**config.mk**
```make
export PLATFORM = sky130hd
export DESIGN_NAME = bp_trace_ctrl
export DESIGN_NICKNAME = d
export VERILOG_FILES = /design/src/rtl/bp_trace_ctrl.sv
export SDC_FILE = /design/constraint.sdc
export NUM_CORES = 1
export LEC_CHECK = 0
export BUFFER_PORTS_ARGS = -buffer_cell sky130_fd_sc_hd__buf_2
export CORE_MARGIN = 3
export CORE_UTILIZATION = 52
export DETAILED_ROUTE_END_ITERATION = 6
export PLACE_DENSITY_LB_ADDON = 0.08
export SLEW_MARGIN = 5
export SYNTH_ARGS = -nofsm -noshare
export SYNTH_HDL_FRONTEND = slang
export SYNTH_SLANG_ARGS = --single-unit
```
**constraint.sdc**
```tcl
create_clock -name clk_i -period 7.16 [get_ports clk_i]
set_clock_uncertainty 0.2 [all_clocks]
set_input_delay 0 -clock clk_i [delete_from_list [all_inputs] [get_ports clk_i]]
set_output_delay 0 -clock clk_i [all_outputs]
set_load 0.05 [all_outputs]
```
**src/rtl/bp_trace_ctrl.sv**
```systemverilog
// bp_trace_ctrl
// Sequences the commit-trace stream from bp_trace_encoder into the trace FIFO.
// Each session is framed by start/stop markers. A sync packet carrying the
// current commit PC is emitted at session start and after every
// sync_period_p data packets. The commit pipe is never stalled: an encoder
// packet that cannot be taken is dropped and counted, and the count is
// reported later in a single overflow packet.
//
// Packet layout: [W-1:W-2] = type, [W-3:0] = payload.
//   00 data     payload = enc_data_i[W-3:0]
//   01 sync     payload = zero-extended sync_pc_i
//   10 overflow payload = zero-extended drop count
//   11 marker   payload 0 = start, 1 = stop

module bp_trace_ctrl #(
  parameter int unsigned trace_width_p    = 64,
  parameter int unsigned vaddr_width_p    = 39,
  parameter int unsigned sync_period_p    = 256,
  parameter int unsigned drop_cnt_width_p = 16
) (
  input  logic                        clk_i,
  input  logic                        reset_i,
  input  logic                        enable_i,
  input  logic [vaddr_width_p-1:0]    sync_pc_i,
  input  logic [trace_width_p-1:0]    enc_data_i,
  input  logic                        enc_v_i,
  output logic [trace_width_p-1:0]    trace_data_o,
  output logic                        trace_v_o,
  input  logic                        trace_ready_i,
  output logic [drop_cnt_width_p-1:0] drop_count_o,
  output logic                        busy_o
);

  localparam int unsigned payload_w_lp = trace_width_p - 2;
  localparam int unsigned pkt_cnt_w_lp = (sync_period_p > 2) ? $clog2(sync_period_p) : 1;

  localparam logic [1:0] type_data_lp   = 2'b00;
  localparam logic [1:0] type_sync_lp   = 2'b01;
  localparam logic [1:0] type_ovf_lp    = 2'b10;
  localparam logic [1:0] type_marker_lp = 2'b11;

  localparam logic [pkt_cnt_w_lp-1:0] pkt_cnt_last_lp = pkt_cnt_w_lp'(sync_period_p - 1);

  typedef enum logic [1:0] {
    IDLE,
    START,
    RUN,
    STOP
  } state_e;

  state_e                      state_q,     state_d;
  logic                        valid_q,     valid_d;
  logic [trace_width_p-1:0]    data_q,      data_d;
  logic [drop_cnt_width_p-1:0] drop_cnt_q,  drop_cnt_d;
  logic [pkt_cnt_w_lp-1:0]     pkt_cnt_q,   pkt_cnt_d;
  logic                        sync_pend_q, sync_pend_d;
  logic                        ovf_pend_q,  ovf_pend_d;
  logic                        busy_q,      busy_d;

  // Output slot can take a new packet this cycle.
  logic slot_free;
  assign slot_free = ~valid_q | trace_ready_i;

  // Candidate packets, built once and selected by the FSM.
  logic [trace_width_p-1:0]    data_pkt, sync_pkt, ovf_pkt, start_pkt, stop_pkt;
  logic [drop_cnt_width_p-1:0] drop_cnt_inc;

  assign data_pkt     = {type_data_lp,   enc_data_i[payload_w_lp-1:0]};
  assign sync_pkt     = {type_sync_lp,   payload_w_lp'(sync_pc_i)};
  assign ovf_pkt      = {type_ovf_lp,    payload_w_lp'(drop_cnt_q)};
  assign start_pkt    = {type_marker_lp, payload_w_lp'(0)};
  assign stop_pkt     = {type_marker_lp, payload_w_lp'(1)};
  assign drop_cnt_inc = (&drop_cnt_q) ? drop_cnt_q : drop_cnt_q + drop_cnt_width_p'(1);

  // The type field of the encoder word is replaced, never forwarded.
  logic [1:0] unused_enc_type;
  assign unused_enc_type = enc_data_i[trace_width_p-1 -: 2];

  // State and output slot registers.
  always_ff @(posedge clk_i or posedge reset_i) begin
    if (reset_i) begin
      state_q     <= IDLE;
      valid_q     <= 1'b0;
      data_q      <= '0;
      drop_cnt_q  <= '0;
      pkt_cnt_q   <= '0;
      sync_pend_q <= 1'b0;
      ovf_pend_q  <= 1'b0;
      busy_q      <= 1'b0;
    end else begin
      state_q     <= state_d;
      valid_q     <= valid_d;
      data_q      <= data_d;
      drop_cnt_q  <= drop_cnt_d;
      pkt_cnt_q   <= pkt_cnt_d;
      sync_pend_q <= sync_pend_d;
      ovf_pend_q  <= ovf_pend_d;
      busy_q      <= busy_d;
    end
  end

  // Next-state: packet selection, drop accounting and sync scheduling.
  logic                     load;
  logic                     data_load;
  logic                     ovf_load;
  logic                     drop;
  logic [trace_width_p-1:0] pkt;

  always_comb begin
    state_d     = state_q;
    valid_d     = valid_q & ~trace_ready_i;
    data_d      = data_q;
    drop_cnt_d  = drop_cnt_q;
    pkt_cnt_d   = pkt_cnt_q;
    sync_pend_d = sync_pend_q;
    ovf_pend_d  = ovf_pend_q;
    busy_d      = busy_q;
    load        = 1'b0;
    data_load   = 1'b0;
    ovf_load    = 1'b0;
    drop        = 1'b0;
    pkt         = '0;

    case (state_q)
      IDLE: begin
        if (enable_i) begin
          state_d    = START;
          drop_cnt_d = '0;
          ovf_pend_d = 1'b0;
        end
      end

      START: begin
        if (slot_free) begin
          load        = 1'b1;
          pkt         = start_pkt;
          state_d     = RUN;
          sync_pend_d = 1'b1;
          pkt_cnt_d   = '0;
        end
      end

      RUN: begin
        if (!enable_i) begin
          state_d = STOP;
        end else begin
          if (slot_free) begin
            if (ovf_pend_q) begin
              load     = 1'b1;
              ovf_load = 1'b1;
              pkt      = ovf_pkt;
            end else if (sync_pend_q) begin
              load        = 1'b1;
              pkt         = sync_pkt;
              sync_pend_d = 1'b0;
            end else if (enc_v_i) begin
              load      = 1'b1;
              data_load = 1'b1;
              pkt       = data_pkt;
            end
          end
          drop = enc_v_i & ~data_load;
        end
      end

      STOP: begin
        if (slot_free) begin
          load = 1'b1;
          if (ovf_pend_q) begin
            ovf_load = 1'b1;
            pkt      = ovf_pkt;
          end else begin
            pkt     = stop_pkt;
            state_d = IDLE;
          end
        end
      end

      default: begin
        state_d = IDLE;
      end
    endcase

    // Every sync_period_p-th data packet schedules a sync.
    if (data_load) begin
      if (pkt_cnt_q == pkt_cnt_last_lp) begin
        pkt_cnt_d   = '0;
        sync_pend_d = 1'b1;
      end else begin
        pkt_cnt_d = pkt_cnt_q + pkt_cnt_w_lp'(1);
      end
    end

    // An overflow report restarts the count, keeping a drop from this same cycle.
    if (ovf_load) begin
      drop_cnt_d = drop ? drop_cnt_width_p'(1) : '0;
      ovf_pend_d = drop;
    end else if (drop) begin
      drop_cnt_d = drop_cnt_inc;
      ovf_pend_d = 1'b1;
    end

    if (load) begin
      valid_d = 1'b1;
      data_d  = pkt;
    end

    busy_d = (state_d != IDLE) | valid_d;
  end

  assign trace_data_o = data_q;
  assign trace_v_o    = valid_q;
  assign drop_count_o = drop_cnt_q;
  assign busy_o       = busy_q;

endmodule

```
# Word-level counts from Yosys, hierarchy flattened
# Index checks and enable logic that the tools add are counted.
[word_totals]
output_inout_bits = 82
regBits = 94
input_bits = 108
[op_classes]
n_reduce_logical = 11
n_eq_ne = 5
addsub = 2
mux = 57
bitwise = 7
[ops]
columns = ["op", "count"]
rows = [
  ["$mux W64", 5],
  ["$pmux W64 S3", 1],
  ["$mux W63", 2],
  ["$mux W16", 5],
  ["$mux W62", 1],
  ["$mux W8", 4],
  ["$mux W1", 30],
  ["$add A16 B1 Y16 const B", 1],
  ["$reduce_and A16 Y1", 1],
  ["$mux W2", 5],
  ["$add A8 B1 Y8 const B", 1],
  ["$eq A8 B8 Y1 const B", 1],
  ["$pmux W2 S4", 1],
  ["$pmux W1 S2", 3],
  ["$reduce_bool A2 Y1", 3],
  ["$reduce_bool A3 Y1", 2],
  ["$eq A2 B2 Y1 const B", 2],
  ["$reduce_and A2 Y1", 2],
  ["$ne A3 B3 Y1 const B", 1],
  ["$not A1 Y1", 3],
  ["$reduce_and A3 Y1", 1],
  ["$and A1 B1 Y1", 2],
  ["$eq A2 B1 Y1 const B", 1],
  ["$logic_not A2 Y1", 1],
  ["other kinds (2)", 3],
]

# Longest topological paths before layout
# Gate-level depths: netlist of run 1.
[depth]
word_depth = 12
mapped_depth = 10
mapped_depth_nobuf = 7

# Least setup slack after synthesis of run 1
# No wires, ideal clock.
[synth_timing]
path_type = "register -> register"
startpoint = "register drop_cnt_q[0], in the netlist drop_count_o[0]"
endpoint = "register drop_cnt_q[5], in the netlist drop_count_o[5]"
arrival_time_ns = 2.180
stages_incl_launch_ff = 7
period_less_slack_ns = 2.506
slack_ns = 4.654
path_buffers = 1
required_time_ns = 6.834
path_cell_list = "dfrtp_1 -> ha_1 -> and4_1 -> nand4_1 -> o211a_2 -> buf_2 -> a221o_1"
[synth_via]
elab_chain_cells = 4
word_cells_on_any_way = 7
[synth_lines]
columns = ["element", "line", "rtl"]
rows = [
  ["start, declared", "54", "logic [drop_cnt_width_p-1:0] drop_cnt_q, drop_cnt_d;"],
  ["start signal, assigned", "94", "drop_cnt_q <= drop_cnt_d;"],
  ["$add A16 B1 Y16", "73", "assign drop_cnt_inc = (&drop_cnt_q) ? drop_cnt_q : drop_cnt_q + drop_cnt_width_p'(1);"],
  ["$mux W16", "73", ""],
  ["$mux W16", "198", "end else if (drop) begin"],
  ["$mux W16", "195", "if (ovf_load) begin"],
]
# Several ways; a longest one is shown, not always the timed one. The select of a mux whose other input is x is not followed.
# A chain may end at the register's enable or synchronous reset.

# Final worst setup path of run 1
[layout_timing]
startpoint = "register sync_pend_q"
endpoint = "register data_q[9], in the netlist trace_data_o[9]"
[layout_via]
elab_chain_cells = 5
word_cells_on_any_way = 10
[layout_lines]
columns = ["element", "line", "rtl"]
rows = [
  ["start, declared", "56", "logic sync_pend_q, sync_pend_d;"],
  ["start signal, assigned", "96", "sync_pend_q <= sync_pend_d;"],
  ["$mux W63 or $mux W1 (tied branches)", "152", "end else if (sync_pend_q) begin"],
  ["$mux W64 or $mux W1 (tied branches)", "148", "if (ovf_pend_q) begin"],
  ["$mux W64 or $mux W1 (tied branches)", "147", "if (slot_free) begin"],
  ["$mux W64 or $mux W1 (tied branches)", "144", "if (!enable_i) begin"],
  ["$pmux W64 S3 or $pmux W1 S2 (tied branches)", "124", "case (state_q)"],
  ["end signal, assigned", "93", "data_q <= data_d;"],
  ["end, declared", "53", "logic [trace_width_p-1:0] data_q, data_d;"],
]
# Several ways; a longest one is shown, not always the timed one.

==> results of run 1 <==
metrics by stage:
stage | setup slack, ns | hold WS, ns
6_report | 2.947 | 0.02715
3_3_place_gp | 3.704 | -0.1586
3_5_place_dp | 3.570 | -0.1545
2_1_floorplan | 4.511 | -0.1159
4_1_cts | 3.201 | 0.008725
5_1_grt | 2.724 | 0.06037
path summary, 6_finish.rpt:
kind                                   from          endpoint
max in group asynchronous           reset_i  trace_data_o[53]
setup reg to reg                sync_pend_q   trace_data_o[9]
setup / recovery                sync_pend_q   trace_data_o[9]
hold / removal                trace_ready_i  trace_data_o[63]
hold reg to reg            trace_data_o[54]  trace_data_o[54]
min in group asynchronous           reset_i  trace_data_o[42]
power groups by stage:
stage	Sequential (mW)	Combinational [mW]	Clock, mW
global placement	0.699	0.847	0
CTS	0.696	0.958	0.362
global route	0.712	1.05	0.382
floorplan	0.992	0.366	0
detailed placement	0.706	0.857	0
finish	0.701	0.985	0.356
layer usage:
| layer | global-route usage, % | part of all wire (%) | vias to the layer above |
|---|---|---|---|
| met1 | 42.00 | 38 | 2469 |
| met4 | 13.26 | 3.5 | 0 |
| met2 | 53.62 | 50 | 293 |
| met5 | 0 | 0 | - |
| met3 | 5.142 | 8.3 | 55 |
| li1 | - | - | 2344 |
flip-flops by register name, indices dropped and copies added, names as in the netlist:
| register | cells |
|---|---|
| trace_data_o | 64 |
| drop_count_o | 16 |
| pkt_cnt_q | 8 |
| state_q | 2 |
| busy_o | 1 |
| ovf_pend_q | 1 |
| sync_pend_q | 1 |
| trace_v_o | 1 |
cell type report:
cell class,count,share of cell area [%]
Clock buffer,13,2.331
Tap cell,105,1.927
Sequential cell,94,34.50
Multi-Input combinational cell,350,30.68
Clock inverter,3,0.6240
Inverter,8,0.4588
Timing Repair Buffer,295,29.47
kinds of logic (layout without fill, tap and decap cells):
logic type / after synthesis / count (layout) / synth area share (%)
adders and majority gates: 6 / 6 / 1.622
AOI/OAI and AO/OA: 136 / 136 / 22.49
DFF: 94 / 94 / 50.81
muxes: 1 / 1 / 0.2432
xor gates and xnor gates: 2 / 2 / 0.3784
and+or+nand+nor: 205 / 205 / 20.16
buffers and inverters: 44 / 319 / 4.297
worst register-to-register path, delay by kind of cell (launching register included):
| family | cells | cell delay [ns] |
|---|---|---|
| flip-flops | 1 | 0.67 |
| AO/OA/AOI/OAI | 2 | 0.43 |
| buffers and inverters | 1 | 0.63 |
| AND/OR/NAND/NOR | 2 | 2.18 |
repair_timing:
| action | in CTS | in global routing |
|---|---|---|
| endpoints found under the hold margin | 98 | 0 |
| hold buffers | 105 | 0 |
| setup buffers | 0 | 0 |
Yosys cell counts (4+ instances only):
| cell | instances | area share [%] |
|---|---|---|
| a21oi_1 | 15 | 1.6 |
| a221o_1 | 6 | 1.3 |
| a221oi_1 | 11 | 2.1 |
| a222oi_1 | 15 | 3.2 |
| a22o_1 | 4 | 0.76 |
| a22oi_1 | 13 | 2.1 |
| a31oi_1 | 12 | 1.6 |
| and2_1 | 4 | 0.54 |
| and3_1 | 11 | 1.5 |
| and4_1 | 5 | 0.95 |
| buf_2 | 12 | 1.3 |
| clkbuf_1 | 21 | 1.7 |
| dfrtp_1 | 94 | 51 |
| ha_1 | 6 | 1.6 |
| inv_1 | 8 | 0.65 |
| nand2_1 | 97 | 7.9 |
| nand3_1 | 35 | 3.8 |
| nand4_1 | 5 | 0.68 |
| nor2_1 | 32 | 2.6 |
| o21ai_0 | 31 | 3.4 |
| o31ai_1 | 4 | 0.65 |
| o31ai_2 | 10 | 2.7 |
| or3_1 | 4 | 0.54 |
==> results.json, run 1 <==
{
  "run_status": "finished, violations left",
  "violations": "DRC",
  "ys_types": 50,
  "synth_area_sq_mm": 0.004629,
  "worstPathCellList": "nor2b_1, and4_2, a222oi_1, dlygate4sd3_1, o21ai_0",
  "fillers": 499,
  "worstSkewPairLatency_ns": 0.34,
  "track_usage_pct": 32.20,
  "grt_pass1_wl_mm": 25.82,
  "drtIter0Drc": 462,
  "wl_mm": 16.31,
  "seq_area_sq_mm": 0.002352,
  "synth_top_flop_cell": "dfrtp_1",
  "worstPathRequired_ns": 7.20,
  "ys_seq_area_share_pct": 50.81,
  "die_area_sq_mm": 0.01007,
  "dp.cells": 747,
  "p_int_mw": 1.107,
  "critPathBufInv": 1,
  "initial_core_util_pct": 54.96,
  "antennaDiodeCount": 0,
  "p_per_area_mw_per_mm2": 299.5,
  "dpl_cell_area_sq_mm": 0.005565,
  "setup_tns_ns": 0,
  "leakagePower_nw": 3.423,
  "cts_sinks": 94,
  "reg2reg_slack_ns": 2.95,
  "pwr-share-seq_pct": 34.3,
  "syn_to_final_growth_pct": 47.27,
  "crit_path_max_incr_delay_ns": 1.13,
  "grt-ovfl-total": 0,
  "slew_viol_final": 0,
  "critical_path_arrival_ns": 4.26,
  "synth_edf_count": 0,
  "hold_depth": 4,
  "cts-htree-levels": 3,
  "cp_slowest_cell": "and4_2",
  "power_mw": 2.042,
  "clkSlewWorstSetupHoldPaths_ns": 0.08,
  "ios": 190,
  "clock_path_buffers": 2,
  "pwr-share-comb_pct": 48.2,
  "cp.depth": 5,
  "ys_ff_latch": 94,
  "die_x_um": 100.4,
  "vdd_drop_max_v": 0.0001429,
  "cp-end-kind": "register",
  "drc_errors": 30,
  "cpLargestDelayFamily": "simple AND/OR/NAND/NOR gates",
  "mappedNetlistNets": 602,
  "switching_share_pct": 45.80,
  "cts_buffers": 9,
  "worst_slew_pin_slew_ns": 1.202,
  "drt.antenna.violating_nets": 0,
  "cap_violations": 0,
  "synth.avg_cell_area_sq_um": 9.487,
  "synth_cells": 488,
  "drt_pass1_iterations": 7,
  "rows": 33,
  "critPathMaxFanout": 54,
  "fin_util_pct": 80.94,
  "root_buffer": "clkbuf_8",
  "nets": 872,
  "cts_resized": 0,
  "grt_max_degree": 79,
  "finish.instance_area_sq_mm": 0.006818,
  "max_freq_mhz": 237.3,
  "ff2ff_path_depth": 5,
  "cts_tree": "yes",
  "layout_common_cells": "buf_2 (187), dlygate4sd3_1 (105), nand2_1 (97), dfrtp_1 (94), nand3_1 (35)",
  "die_h_um": 100.4,
  "startpoint_type": "register",
  "final_hold_viol_count": 0,
  "hold_path.class": "input pin to register",
  "gp_congestion": 0.9038,
  "layout-drive-gt1-share_pct": 29.36,
  "rsz0062_at_grt": "false",
  "dp_hpwl_mm": 9.748,
  "avgViaCountPerCell": 5.946,
  "period_share_pct": 58.84,
  "async_reset_ff_share_pct": 100.0,
  "slew_headroom_pct": 19.73,
  "grt_pass1_vias": 5097,
  "portBuffers": 187,
  "clockPowerShare_pct": 17.4,
  "period_needed_ns": 4.213,
  "vias": 5161,
  "layoutNonFillerInstCount": 868,
  "setup-violations-final": 0,
  "core-area_sq_mm": 0.008423,
  "final_common_cell": "buf_2",
  "ys_warn_count": 0,
  "power_switching_mw": 0.9350,
  "critPathKind": "register to register",
  "antenna_found_initial": 0,
  "wire_per_inst_um": 18.79,
  "multi_input_area_sq_mm": 0.002092
}
No activity file was read; power rests on OpenSTA's default activity.
==> run 2: changes to the inputs <==
--- a/config.mk
+++ b/config.mk
@@ -7,7 +7,7 @@
 export LEC_CHECK = 0
 export BUFFER_PORTS_ARGS = -buffer_cell sky130_fd_sc_hd__buf_2
 export CORE_MARGIN = 3
-export CORE_UTILIZATION = 52
+export CORE_UTILIZATION = 44
 export DETAILED_ROUTE_END_ITERATION = 6
 export PLACE_DENSITY_LB_ADDON = 0.08
 export SLEW_MARGIN = 5
==> constraint.sdc (replaced) <==
create_clock -name clk_i -period 3.6 [get_ports clk_i]
set_clock_uncertainty 0.2 [all_clocks]
set_input_delay 0 -clock clk_i [delete_from_list [all_inputs] [get_ports clk_i]]
set_output_delay 0 -clock clk_i [all_outputs]
set_load 0.05 [all_outputs]
==> run 2 against run 1 <==
Against the previous run:
- the run now ends clean
- cell area is 0.46% higher
- clock power is 75% higher
- worst hold slack worse by 0.014 ns
- cell count is 3.6% higher
- power is 95% higher
- critical path depth is 4 higher
- critical path type unchanged
==> results.json, run 2 (same netlist as run 1, synthesis figures left out) <==
{
  "clock_path_buffers": 2,
  "worstSkewPairLatency_ns": 0.36,
  "dp_hpwl_mm": 9.988,
  "drt_pass1_iterations": 7,
  "slew_headroom_pct": 23.62,
  "cts_buffers": 9,
  "final_common_cell": "buf_2",
  "die_area_sq_mm": 0.01179,
  "grt_max_degree": 67,
  "cts_tree": "yes",
  "critical_path_arrival_ns": 3.48,
  "layout-drive-gt1-share_pct": 29.77,
  "layoutNonFillerInstCount": 899,
  "root_buffer": "clkbuf_8",
  "leakagePower_nw": 3.422,
  "cap_violations": 0,
  "syn_to_final_growth_pct": 47.95,
  "setup-violations-final": 0,
  "initial_core_util_pct": 46.30,
  "seq_area_sq_mm": 0.002352,
  "run_status": "finished, final reports clean",
  "layout_common_cells": "buf_2 (187), dlygate4sd3_1 (103), nand2_1 (97), dfrtp_1 (94), nand3_1 (35)",
  "core-area_sq_mm": 0.01000,
  "critPathKind": "register to register",
  "drtIter0Drc": 615,
  "gp_congestion": 0.9549,
  "vias": 5006,
  "grt_pass1_wl_mm": 24.77,
  "max_freq_mhz": 290.8,
  "drc_errors": 0,
  "track_usage_pct": 26.78,
  "fillers": 761,
  "period_share_pct": 95.52,
  "dp_slack_ns": 0.7937,
  "rows": 36,
  "rsz0062_at_grt": "false",
  "nets": 875,
  "grt_pass1_vias": 4809,
  "cts-htree-levels": 3,
  "cts_sinks": 94,
  "dp.cells": 780,
  "largest_reg_flops": 64,
  "hold_path.class": "input pin to register",
  "cts_resized": 0,
  "hold_depth": 4,
  "ff2ff_path_depth": 9,
  "p_per_area_mw_per_mm2": 580.8,
  "vdd_drop_max_v": 0.0005606,
  "fin_util_pct": 68.49,
  "setup_tns_ns": 0,
  "grt-ovfl-total": 0,
  "wire_per_inst_um": 17.56,
  "avgViaCountPerCell": 5.568,
  "period_needed_ns": 3.439,
  "antennaDiodeCount": 0,
  "portBuffers": 187,
  "final_hold_viol_count": 0,
  "ios": 190,
  "antenna_found_initial": 0,
  "die_x_um": 108.6,
  "wl_mm": 15.78,
  "slew_viol_final": 0,
  "drt.antenna.violating_nets": 0,
  "critPathMaxFanout": 66,
  "setup_slack_ns": 0.1612,
  "multi_input_area_sq_mm": 0.002092,
  "cp-end-kind": "register",
  "worstPathRequired_ns": 3.65,
  "clkSlewWorstSetupHoldPaths_ns": 0.09,
  "die_h_um": 108.6,
  "worst_slew_pin_slew_ns": 1.140,
  "startpoint_type": "register"
}
[run 2: changes by cell type in the layout (fill, tap and decap cells not counted), sizes merged]
cell | previous run | this run
buf | 190 | 195
bufinv | 1 | 0
dlygate4sd3 | 105 | 103
clkinvlp | 1 | 2
inv | 7 | 8
clkbuf | 13 | 12
[run 2: worst paths after layout]
kind / startpoint / to / slack, ns
worst max-delay path: state_q[0] / trace_data_o[20] / 0.16
worst min-delay path: sync_pc_i[0] / trace_data_o[0] / 0.01
worst max register to register: state_q[0] / trace_data_o[20] / 0.16
worst min register to register: trace_data_o[40] / trace_data_o[40] / 0.27
max in group asynchronous: reset_i / pkt_cnt_q[6] / 2.25
min in group asynchronous: reset_i / drop_count_o[15] / 0.10
[run 2: through the flow]
| stage | total power [mW] | instance area [sq um] | hold slack [ns] |
|---|---|---|---|
| CTS | 3.968 | 6849 | 0.001551 |
| global route | 4.215 | 6849 | 0.05211 |
| finish | 3.978 | 6849 | 0.01276 |
| detailed placement | 3.157 | 5650 | -0.05865 |
| floorplan | 2.700 | 4629 | -0.1159 |
| global placement | 3.123 | 5650 | -0.06657 |
[run 2: critical path, cell delays in order, from the launching register on]
cell and delay (ns):
dfrtp_1 0.41, inv_1 0.11, ha_1 0.29, and2_1 0.36
nand2_1 0.18, a311o_2 0.56, buf_12 0.25, a221oi_1 0.30
dlygate4sd3_1 0.60, nor2_1 0.04
[run 2: what timing repair did]
item                       CTS  global route
buffers inserted             0             0
setup endpoints to repair    0             0
hold buffers               103             0
hold endpoints to repair   106             0
[run 2: per-layer routing]
layer  GRT usage (%)  wire length, um
met1           34.77             6455
met2           43.34             7352
met4           10.55              599
met5               0                0
met3           6.328             1375
[run 2: area by class of cell]
cell class / count / share of cell area, %
sequential: 94 / 34.34
clock buffer: 12 / 1.973
inverter: 8 / 0.4567
timing repair buffer: 298 / 29.78
clock inverter: 4 / 0.4750
tap: 133 / 2.430
multi-input combinational: 350 / 30.54
[run 2: power by group]
group | switching [mW] | internal [mW]
registers | 0.139 | 1.25
logic | 1.35 | 0.611
clock network | 0.367 | 0.256
==> run 3: changes to the inputs <==
--- a/config.mk
+++ b/config.mk
@@ -6,6 +6,7 @@
 export NUM_CORES = 1
 export LEC_CHECK = 0
 export BUFFER_PORTS_ARGS = -buffer_cell sky130_fd_sc_hd__buf_2
+export CORE_ASPECT_RATIO = 0.6
 export CORE_MARGIN = 3
 export CORE_UTILIZATION = 44
 export DETAILED_ROUTE_END_ITERATION = 6
==> run 3 against run 2 <==
Against the previous run:
- worst hold slack better by 0.038 ns
- largest cell class unchanged
- critical endpoint unchanged
- sequential power hardly changed
- power rose by 10%
- highest routed layer unchanged
- worst setup slack gained 0.088 ns
- sequential share of layout area decreased by 0.89 points
- maximum frequency grew 2.6%
- wire length up 1.2%
- critical path type unchanged
- via count is 0.70% higher
==> results.json, run 3 (same netlist as run 1, synthesis figures left out) <==
{
  "avgViaCountPerCell": 5.583,
  "drt.antenna.violating_nets": 0,
  "period_share_pct": 93.09,
  "syn_to_final_growth_pct": 51.86,
  "slew_headroom_pct": 43.98,
  "wire_per_inst_um": 17.68,
  "ios": 190,
  "slew_viol_final": 0,
  "dp.cells": 782,
  "cts_sinks": 94,
  "pwr-share-seq_pct": 31.7,
  "grt_max_degree": 49,
  "antenna_found_initial": 1,
  "final_common_cell": "buf_2",
  "largest_reg_flops": 64,
  "pwr-share-comb_pct": 45.0,
  "critPathKind": "register to register",
  "drtIter0Drc": 436,
  "nets": 877,
  "fillers": 792,
  "vdd_drop_max_v": 0.0003452,
  "run_status": "finished, final reports clean",
  "cap_violations": 0,
  "initial_core_util_pct": 46.04,
  "portBuffers": 187,
  "cts-htree-levels": 3,
  "power_switching_mw": 1.898,
  "die_area_sq_mm": 0.01183,
  "cts_buffers": 9,
  "vias": 5041,
  "critPathMaxFanout": 39,
  "gp_congestion": 0.8986,
  "worstSkewPairLatency_ns": 0.34,
  "cts_tree": "yes",
  "cp-end-kind": "register",
  "die_h_um": 85.46,
  "grt_pass1_vias": 4833,
  "p_int_mw": 2.494,
  "final_hold_viol_count": 0,
  "leakagePower_nw": 3.505,
  "drc_errors": 0,
  "wl_mm": 15.97,
  "track_usage_pct": 26.49,
  "finish.instance_area_sq_mm": 0.007030,
  "core-area_sq_mm": 0.01005,
  "dpl_cell_area_sq_mm": 0.005653,
  "max_freq_mhz": 298.4,
  "layout-drive-gt1-share_pct": 30.12,
  "critical_path_arrival_ns": 3.38,
  "p_per_area_mw_per_mm2": 624.8,
  "clkSlewWorstSetupHoldPaths_ns": 0.06,
  "drt_pass1_iterations": 6,
  "clock_path_buffers": 2,
  "rows": 28,
  "layout_common_cells": "buf_2 (187), dlygate4sd3_1 (105), nand2_1 (97), dfrtp_1 (94), nand3_1 (35)",
  "reg2reg_slack_ns": 0.25,
  "power_mw": 4.392,
  "startpoint_type": "register",
  "layoutNonFillerInstCount": 903,
  "setup_tns_ns": 0,
  "hold_path.class": "input pin to register",
  "period_needed_ns": 3.351,
  "root_buffer": "clkbuf_16",
  "switching_share_pct": 43.21,
  "rsz0062_at_grt": "false",
  "setup_slack_ns": 0.2488,
  "grt_pass1_wl_mm": 25.14,
  "worstPathRequired_ns": 3.63,
  "grt-ovfl-total": 0,
  "worst_slew_pin_slew_ns": 0.8393,
  "die_x_um": 138.4,
  "dp_slack_ns": 0.7094,
  "clockPowerShare_pct": 23.3,
  "setup-violations-final": 0,
  "dp_hpwl_mm": 10.52
}
==> run 3: cell count changes in the layout (fill, tap and decap cells not counted) <==
cell and change:
bufinv_16 +2, clkbuf_1 -3, diode_2 +1, and3_2 +1, clkbuf_16 +9, clkbuf_8 -8
and3_1 -1, dlygate4sd3_1 +2, inv_6 -1
==> run 3: timing repair <==
item | CTS | global route
hold endpoints to repair | 115 | 0
endpoints found under the setup margin | 0 | 10
setup buffers | 0 | 0
hold buffers | 105 | 0
gates resized for setup | 0 | 1
==> run 3: worst paths after layout <==
| kind | cells after the start | end | start |
|---|---|---|---|
| worst min-delay path | 4 | trace_data_o[63] | trace_ready_i |
| min in group asynchronous | 3 | trace_data_o[1] | reset_i |
| worst max-delay path | 8 | trace_data_o[20] | state_q[0] |
| worst max register to register | 8 | trace_data_o[20] | state_q[0] |
| max in group asynchronous | 4 | pkt_cnt_q[4] | reset_i |
| worst min register to register | 2 | trace_data_o[51] | trace_data_o[51] |
==> run 3: power by group through the flow <==
| stage | Sequential, mW | Clock [mW] | Combinational (mW) |
|---|---|---|---|
| 6_report | 1.39 | 1.03 | 1.98 |
| 5_1_grt | 1.42 | 1.09 | 2.12 |
| 4_1_cts | 1.39 | 1.05 | 1.96 |
| 3_5_place_dp | 1.40 | 0 | 1.76 |
| 3_3_place_gp | 1.40 | 0 | 1.73 |
| 2_1_floorplan | 1.97 | 0 | 0.728 |
==> run 3: layout make-up <==
| type | count | area [sq um] | area share, % |
|---|---|---|---|
| multi-input cells | 350 | 2093 | 29.77 |
| diodes | 1 | 2.502 | 0.03559 |
| clock inverters | 5 | 83.83 | 1.192 |
| repair buffers | 300 | 2059 | 29.29 |
| inverters | 8 | 31.28 | 0.4449 |
| well taps | 135 | 168.9 | 2.403 |
| flip-flops and latches | 94 | 2352 | 33.46 |
| clock buffers | 10 | 239.0 | 3.399 |
==> run 3: layer usage <==
metal	vias up	part of all wire (%)	GRT usage [%]
met5	-	0	0
met4	0	2.1	8.430
met3	34	7.4	6.306
met2	228	46	41.55
met1	2418	45	36.76
li1	2361	-	-
==> run 3: critical path, stage by stage, from the launching register on <==
cell           delay (ns)
dfrtp_1              0.40
inv_1                0.11
ha_1                 0.29
and2_1               0.36
nand2_1              0.19
a311o_2              0.70
a221oi_1             0.33
dlygate4sd3_1        0.61
nor2_1               0.04
==> run 3: per-stage QoR <==
stage          hold slack (ns)  util, %
3_3_place_gp          -0.02098    56.22
3_5_place_dp          -0.01168    56.22
4_1_cts                0.03112    69.89
5_1_grt                 0.1122    69.92
6_report               0.05101    69.92
2_1_floorplan          -0.1159        -
